==> src/rtl/alu_pkg.sv <==
// Shared definitions for the ALU result-capture path: widths, the Z buffer
// entry layout and the condition-flag helpers reused by condition-code logic.
package alu_pkg;

  localparam int WIDTH = 32;
  localparam int DEPTH = 2;

  typedef struct packed {
    logic [WIDTH-1:0] lo;
    logic [WIDTH-1:0] hi;
    logic             wide;
    logic             zero;
    logic             neg;
  } z_entry_t;

  // A narrow result is judged on the low word alone; alu_hi is meaningless then.
  function automatic logic flag_zero(input logic [WIDTH-1:0] lo,
                                     input logic [WIDTH-1:0] hi,
                                     input logic             wide);
    return (lo == '0) && (!wide || (hi == '0));
  endfunction

  function automatic logic flag_neg(input logic [WIDTH-1:0] lo,
                                    input logic [WIDTH-1:0] hi,
                                    input logic             wide);
    return wide ? hi[WIDTH-1] : lo[WIDTH-1];
  endfunction

endpackage

==> src/rtl/z_flag_gen.sv <==
// Zero/negative flag derivation for an incoming ALU result, evaluated on the
// push path so the flags are stored alongside the data.
module z_flag_gen
  import alu_pkg::*;
(
  input  logic [WIDTH-1:0] lo,
  input  logic [WIDTH-1:0] hi,
  input  logic             wide,
  output logic             zero,
  output logic             neg
);

  assign zero = flag_zero(lo, hi, wide);
  assign neg  = flag_neg(lo, hi, wide);

endmodule

==> src/rtl/alu_z_stage.sv <==
// Two-entry Z buffer between the ALU function units and the bus-drive logic;
// captures ZLow/ZHigh pairs with flags and presents the oldest over valid/ready.
module alu_z_stage
  import alu_pkg::*;
(
  input  logic             clk,
  input  logic             clr,
  input  logic             alu_valid,
  output logic             alu_ready,
  input  logic [WIDTH-1:0] alu_lo,
  input  logic [WIDTH-1:0] alu_hi,
  input  logic             alu_wide,
  input  logic             flush,
  output logic             z_valid,
  input  logic             z_ready,
  output logic [WIDTH-1:0] zlo_out,
  output logic [WIDTH-1:0] zhi_out,
  output logic             z_zero,
  output logic             z_neg,
  output logic [1:0]       z_count
);

  z_entry_t   mem [DEPTH];
  z_entry_t   new_entry;
  z_entry_t   head;
  logic       wr_ptr;
  logic       rd_ptr;
  logic [1:0] count;
  logic       push;
  logic       pop;
  logic       in_zero;
  logic       in_neg;

  z_flag_gen u_flag (
    .lo   (alu_lo),
    .hi   (alu_hi),
    .wide (alu_wide),
    .zero (in_zero),
    .neg  (in_neg)
  );

  // Handshakes depend on registered count only, so z_ready never reaches alu_ready.
  assign alu_ready = (count != 2'(DEPTH));
  assign z_valid   = (count != 2'd0);
  assign push      = alu_valid & alu_ready;
  assign pop       = z_valid & z_ready;

  always_comb begin
    new_entry      = '0;
    new_entry.lo   = alu_lo;
    new_entry.hi   = alu_wide ? alu_hi : '0;
    new_entry.wide = alu_wide;
    new_entry.zero = in_zero;
    new_entry.neg  = in_neg;
  end

  always_ff @(posedge clk) begin
    if (!clr || flush) begin
      wr_ptr <= 1'b0;
      rd_ptr <= 1'b0;
      count  <= 2'd0;
    end else begin
      if (push) wr_ptr <= ~wr_ptr;
      if (pop)  rd_ptr <= ~rd_ptr;
      case ({push, pop})
        2'b10:   count <= count + 2'd1;
        2'b01:   count <= count - 2'd1;
        default: count <= count;
      endcase
    end
  end

  // Storage carries no reset; entries outside the occupied window are never shown.
  always_ff @(posedge clk) begin
    if (clr && !flush && push) mem[wr_ptr] <= new_entry;
  end

  assign head    = mem[rd_ptr];
  assign zlo_out = z_valid ? head.lo : '0;
  assign zhi_out = (z_valid && head.wide) ? head.hi : '0;
  assign z_zero  = z_valid & head.zero;
  assign z_neg   = z_valid & head.neg;
  assign z_count = count;

endmodule

==> config.mk <==
export PLATFORM = sky130hd
export DESIGN_NAME = alu_z_stage
export DESIGN_NICKNAME = d
export VERILOG_FILES = /design/src/rtl/alu_pkg.sv /design/src/rtl/z_flag_gen.sv /design/src/rtl/alu_z_stage.sv
export SDC_FILE = /design/constraint.sdc
export NUM_CORES = 1
export LEC_CHECK = 0
export ABC_AREA = 1
export BUFFER_PORTS_ARGS = -buffer_cell sky130_fd_sc_hd__buf_2
export CAP_MARGIN = 25
export CORE_ASPECT_RATIO = 1.1
export CORE_MARGIN = 4
export CORE_UTILIZATION = 48
export CTS_CLUSTER_DIAMETER = 50
export DETAILED_ROUTE_END_ITERATION = 12
export GPL_ROUTABILITY_DRIVEN = 0
export PLACE_DENSITY_LB_ADDON = 0.08
export RECOVER_POWER = 100
export SLEW_MARGIN = 25
export SYNTH_ARGS = -nofsm -noshare
export SYNTH_HDL_FRONTEND = slang
export SYNTH_HIERARCHICAL = 1
export SYNTH_SLANG_ARGS = --single-unit
==> constraint.sdc <==
create_clock -name clk -period 3.8 [get_ports clk]
set_clock_uncertainty 0.1 [all_clocks]
set_input_delay 0.38 -clock clk [delete_from_list [all_inputs] [get_ports clk]]
set_output_delay 0.38 -clock clk [all_outputs]
set_load 0.02 [all_outputs]
==> impl_metrics.csv, run 1 <==
group,metric,value,unit
run_status,status,"finished with violations",
run_status,violations,"max-capacitance violations, max-slew violations",
synthesis,ys_ff_latch,139,
timing,setup_slack,0.700,ns
worst_setup_path,ff2ff_setup_slack,0.70,ns
drt,antenna_left,0,
pwr,p_leak,0.00265,uW
grt,grt_pass1_wl,18900,microns
timing,fmax,323,MHz
final_layout,n_fill_cell,1011,
final_layout,diodes,0,
worst_setup_path,cp_slowest_cell,"nor2_1",
drt,drc,0,
worst_setup_path,path_class,"flop to flop",
worst_setup_path,cp_cell_sequence,"inv_1 -> nand2_1 -> nand2_1 -> nor2_1 -> clkbuf_2",
clocking,post_cts_buffers,0,
die,rows,41,
grt,grt_max_degree,38,
die,ios,140,
placed_design,place_ws,1.09,ns
die,fp.coreArea,0.0116,sq mm
die,die_height,123,microns
final_layout,drive_above_1_share,0.123,
synthesis,yosysSeqAreaShare,0.711,
clocking,cts_tree,"yes",
pwr,power.net_switching,725,uW
placed_design,placedInstanceArea,0.00661,sq mm
synthesis,synth_top_area_share,0.693,
pwr,pwr-share-seq,0.499,
pwr,ir_drop,0.344,mV
drt,drt_first_pass_iters,4,
die,start_util,0.498,
timing,fin_crit,3.10,ns
synthesis,syn_avg_cell_area,11.9,sq um
final_layout,multi_input_area,0.00139,sq mm
pwr,p_int,2730,uW
clocking,clock_latency,0.41,ns
clocking,root_buffer,"clkbuf_16",
worst_setup_path,cp_num_cells,5,
clocking,post_cts_resized,0,
synthesis,synthesis.nets,558,
timing,tightestPinTransition,1.90,ns
drt,drt_iter0_drc,164,
drt,wirelength,12000,microns
worst_setup_path,critPathArrivalTime,3.04,ns
pwr,p_clk_frac,0.435,
worst_setup_path,reg2reg_from,"z_count[0]$_SDFFE_PP0P_",
placed_design,io_buffers,139,
worst_hold_path,worstHoldPathCells,1,
die,die_area,0.0139,sq mm
timing,holdWs,0.104,ns
synthesis,synth_area,0.00580,sq mm
timing,relSlewSlack,-0.270,
worst_setup_path,path_max_fanout,19,
worst_setup_path,crit_buf_inv,2,
synthesis,syn_inst,487,
clocking,clk_pin_slew,0.05,ns
timing,finalHoldViolCount,0,
final_layout,areaGrowthSynthToFinish,20.7,%
worst_hold_path,min_to,"mem[1][48]$_DFFE_PP_",
worst_setup_path,cpPeakStageDelay,1.28,ns
worst_setup_path,reg2reg_depth,5,
clocking,numCtsBuffers,17,
grt,antenna_found_initial,0,
pwr,pwr-share-comb,0.066,
synthesis,synth_area_leader_cell,"edfxtp_1",
pwr,p_sw_frac,0.210,
worst_setup_path,cp_top_family,"simple AND/OR/NAND/NOR gates",
clocking,cts.sinks,139,
worst_hold_path,hp-start,"alu_lo[13]",
worst_setup_path,startpoint_type,"flop",
worst_hold_path,hold_class,"input pin to flop",
clocking,cts_max_path_buffers,2,
drt,wl_per_cell,15.1,microns
worst_setup_path,critPathRequiredTime,3.74,ns
timing,drv_slew,126,
worst_setup_path,worstSetupEndpointType,"flop",
pwr,cellPowerDensity,493,mW/mm^2
synthesis,synth_area_leaders,"edfxtp_1 (69%), nand2_1 (8.0%), mux2i_1 (5.5%)",
timing,post-route-period-util,0.816,
worst_setup_path,worstReg2RegEnd,"mem[1][43]$_DFFE_PP_",
drt,viasPerCell,4.84,
timing,setup_violations,0,
worst_setup_path,cpMostUsedCell,"nand2_1",
final_layout,ff_latch_area,0.00413,sq mm
grt,grt_use_total,0.178,
synthesis,ys_types,19,
grt,grt_pass1_vias,3847,
timing,setup_tns,0,ns
final_layout,final_nets,702,
die,die_x,113,microns
clocking,htreeDepth,4,
clocking,postCtsHoldBufs,0,
placed_design,post-dp-hpwl,8110,microns
drt,vias,3837,
final_layout,design_area,0.00700,sq mm
grt,grt-ovfl-total,0,
flow_run,cap_viol_max_count,4,
synthesis,yosysWarnings,6,
timing,rsz0062_at_grt,"no",
## layer usage
layer / GRT usage / wire [microns] / vias to the layer above
li1: - / - / 1929
met1: 0.221 / 5020 / 1767
met2: 0.304 / 6050 / 137
met3: 0.0411 / 840 / 4
met4: 0.0714 / 76 / 0
met5: 0 / 0 / -
## cell usage after synthesis
cell type  count
nand3_1        2
clkbuf_1       3
o21ai_4        1
o21ai_0        2
inv_2          1
buf_4          4
nor2_4         2
edfxtp_1     134
nand4_1        5
buf_6          5
mux2i_1       32
a21oi_1       35
ha_1           1
nor2_1        80
nand2_1      123
nor2_2         5
dfxtp_1        5
inv_1         39
buf_2          8
## cell usage in the layout, fill, tap and decap left out, drive strengths merged, types with 2 or more instances in the layout
cell / netlist / final
edfxtp: 134 / 134
nand2: 123 / 123
clkbuf: 3 / 122
nor2: 87 / 87
buf: 17 / 43
inv: 40 / 40
a21oi: 35 / 35
mux2i: 32 / 32
clkinv: 0 / 8
nand4: 5 / 5
dfxtp: 5 / 5
o21ai: 3 / 3
nand3: 2 / 2
bufinv: 0 / 2
## power groups by stage
stage	sequential, uW	combinational [uW]	clock [uW]
2_1_floorplan	1750	139	0
3_3_place_gp	1750	238	0
3_5_place_dp	1760	242	0
4_1_cts	1720	243	1530
5_1_grt	1730	256	1600
6_report	1720	228	1500
## metrics by stage
stage | total power [uW] | utilization | cells
2_1_floorplan | 1890 | - | 487
3_3_place_gp | 1990 | 0.568 | 762
3_5_place_dp | 2000 | 0.568 | 762
4_1_cts | 3500 | 0.614 | 793
5_1_grt | 3580 | 0.601 | 793
6_report | 3450 | 0.601 | 793
## sequential cells by signal, summed over array words and instances, names as in the netlist, named ones only
name     cells
mem        134
z_count      2
rd_ptr       1
wr_ptr       1
## worst reg2reg max path: cells and delay by family, from the launching register on
kind / cells / cell delay, ns
AND/OR/NAND/NOR: 3 / 1.49
buffers and inverters: 2 / 0.74
flip-flops: 1 / 0.40
## logic make-up (layout without fill, tap and decap cells)
logic type	after synthesis	count (layout)	share of synthesized area
DFF	139	139	0.711
muxes	32	32	0.0552
AOI/OAI and AO/OA	38	38	0.0347
adders and majority gates	1	1	0.00216
and+or+nand+nor	217	217	0.148
buffers and inverters	60	216	0.0496
## layout make-up
class	count	share of cell area
repair buffers	145	0.0866
clock inverters	11	0.0148
inverters	40	0.0214
well taps	150	0.0268
multi-input cells	288	0.199
flip-flops and latches	139	0.589
clock buffers	20	0.0623
## worst max path at each step
stage	start	end
2_1_floorplan	z_count[0]$_SDFFE_PP0P_	mem[1][0]$_DFFE_PP_
3_3_place_gp	flop	zhi_out[30]
3_5_place_dp	flop	zhi_out[16]
4_1_cts	flop	zhi_out[16]
5_1_grt	z_count[0]$_SDFFE_PP0P_	mem[1][61]$_DFFE_PP_
6_report	z_count[0]$_SDFFE_PP0P_	mem[1][43]$_DFFE_PP_
Power figures use the tool's default switching activity.
==> run 2, diff against run 1 <==
==> constraint.sdc (replaced) <==
create_clock -name clk -period 2.72 [get_ports clk]
set_clock_uncertainty 0.1 [all_clocks]
set_input_delay 0.272 -clock clk [delete_from_list [all_inputs] [get_ports clk]]
set_output_delay 0.272 -clock clk [all_outputs]
set_load 0.02 [all_outputs]
==> impl_metrics.csv, run 2 (same netlist as run 1, synthesis figures left out) <==
group,metric,value,unit
run_status,status,"finished with violations",
run_status,violations,"max-capacitance violations, max-slew violations",
grt,grt_pass1_vias,4159,
pwr,p_leak,0.00286,uW
timing,setup_violations,0,
timing,setup_slack,0.238,ns
timing,fmax,403,MHz
flow_run,cap_viol_max_count,1,
timing,post-route-period-util,0.912,
final_layout,largest_register_ff_count,134,
timing,drv_slew,37,
clocking,htreeDepth,4,
worst_setup_path,critPathArrivalTime,2.11,ns
die,rows,41,
placed_design,io_buffers,139,
timing,setup_tns,0,ns
final_layout,post-route-util,0.635,
placed_design,dp_cells,762,
final_layout,regMostFlops,"mem",
worst_setup_path,cpPeakStageDelay,0.41,ns
pwr,ir_drop,0.387,mV
die,fp.coreArea,0.0116,sq mm
worst_setup_path,cp_cell_sequence,"clkbuf_4 -> nor2_1 -> nor2_4 -> o21ai_4 -> nor2_1 -> clkbuf_1",
drt,viasPerCell,4.86,
timing,relSlewSlack,-0.0236,
worst_setup_path,path_class,"flop to output port",
drt,wl_per_cell,14.9,microns
drt,drt_iter0_drc,161,
final_layout,drive_above_1_share,0.153,
grt,grt-ovfl-total,0,
die,die_area,0.0139,sq mm
placed_design,post-dp-hpwl,7570,microns
worst_hold_path,hp-start,"alu_hi[23]",
drt,antenna_left,0,
final_layout,final_common_cell,"edfxtp_1",
final_layout,design_area,0.00740,sq mm
final_layout,final_nets,733,
timing,fin_crit,2.48,ns
timing,tightestPinTransition,1.54,ns
drt,vias,4007,
grt,antenna_found_initial,0,
final_layout,areaGrowthSynthToFinish,27.5,%
grt,grt_pass1_wl,19800,microns
pwr,cellPowerDensity,679,mW/mm^2
final_layout,final_cell_mix,"edfxtp_1 (134), nand2_1 (123), clkbuf_1 (83)",
clocking,clk_pin_slew,0.06,ns
grt,grt_max_degree,68,
clocking,cts_tree,"yes",
clocking,root_buffer,"clkbuf_16",
worst_setup_path,cpMostUsedCell,"nor2_1",
final_layout,final_cells,825,
final_layout,diodes,0,
worst_setup_path,path_max_fanout,33,
clocking,post_cts_buffers,0,
worst_hold_path,hold_class,"input pin to flop",
placed_design,placedInstanceArea,0.00664,sq mm
worst_setup_path,cp_slowest_cell,"clkbuf_4",
drt,wirelength,12300,microns
clocking,clock_latency,0.40,ns
worst_setup_path,worstSetupEndpointType,"output port",
die,die_x,113,microns
worst_setup_path,startpoint_type,"flop",
timing,finalHoldViolCount,0,
timing,rsz0062_at_grt,"no",
clocking,cts.sinks,139,
worst_setup_path,reg2reg_from,"z_count[0]$_SDFFE_PP0P_",
drt,drt_first_pass_iters,4,
worst_setup_path,critPathRequiredTime,2.35,ns
clocking,numCtsBuffers,17,
die,start_util,0.498,
placed_design,place_ws,0.693,ns
die,die_height,123,microns
clocking,cts_max_path_buffers,2,
grt,grt_use_total,0.185,
die,ios,140,
drt,drc,0,
## run 2: cell count changes in the layout (fill, tap and decap cells not counted), moves of 5 or more
cell | before | now
buf_2 | 40 | 53
clkbuf_1 | 104 | 83
clkinv_2 | 5 | 0
dlygate4sd3_1 | 0 | 31
inv_6 | 0 | 5
## run 2: per-stage QoR
stage	hold slack [ns]	power (uW)
2_1_floorplan	0.271	2640
3_3_place_gp	0.375	2780
3_5_place_dp	0.381	2790
4_1_cts	0.0242	5080
5_1_grt	0.0458	5220
6_report	0.0557	5020
## run 2: final timing paths
path         slack (ns)  depth (start not counted)                   end
min                0.06                          3  mem[0][26]$_DFFE_PP_
min reg2reg        0.41                          2   rd_ptr$_SDFFE_PP0P_
max                0.24                          6           zhi_out[14]
max reg2reg        0.52                          5  mem[1][41]$_DFFE_PP_
## run 2: cell type report
cell class,instances,area [sq um]
Fill cell,989,4250
Clock inverter,15,164
Multi-Input combinational cell,288,1400
Clock buffer,17,425
Tap cell,150,188
Sequential cell,139,4130
Inverter,40,150
Timing Repair Buffer,176,947
## run 2: report_power, final
part / leakage (uW) / internal, uW / total, uW / switching (uW)
registers: 0.00128 / 2390 / 2400 / 11.0
logic: 0.00130 / 126 / 359 / 233
clock network: 0.000275 / 1360 / 2260 / 895
## run 2: per-layer routing
layer / GRT usage / wire [microns] / vias up
met5: 0 / 0 / -
met4: 0.0473 / 161 / 0
met3: 0.0602 / 765 / 14
met2: 0.322 / 6220 / 136
met1: 0.224 / 5120 / 1863
li1: - / - / 1994
## run 2: repair_timing
action	in CTS	in global routing
hold buffers	31	0
gates resized for setup	0	0
hold endpoints to repair	62	0
## run 2: critical path, delay by kind of cell (launching register included)
| family | cells | cell delay, ns |
|---|---|---|
| buffers and inverters | 2 | 0.66 |
| AND/OR/NAND/NOR | 3 | 0.45 |
| AO/OA/AOI/OAI | 1 | 0.23 |
| flip-flops | 1 | 0.35 |
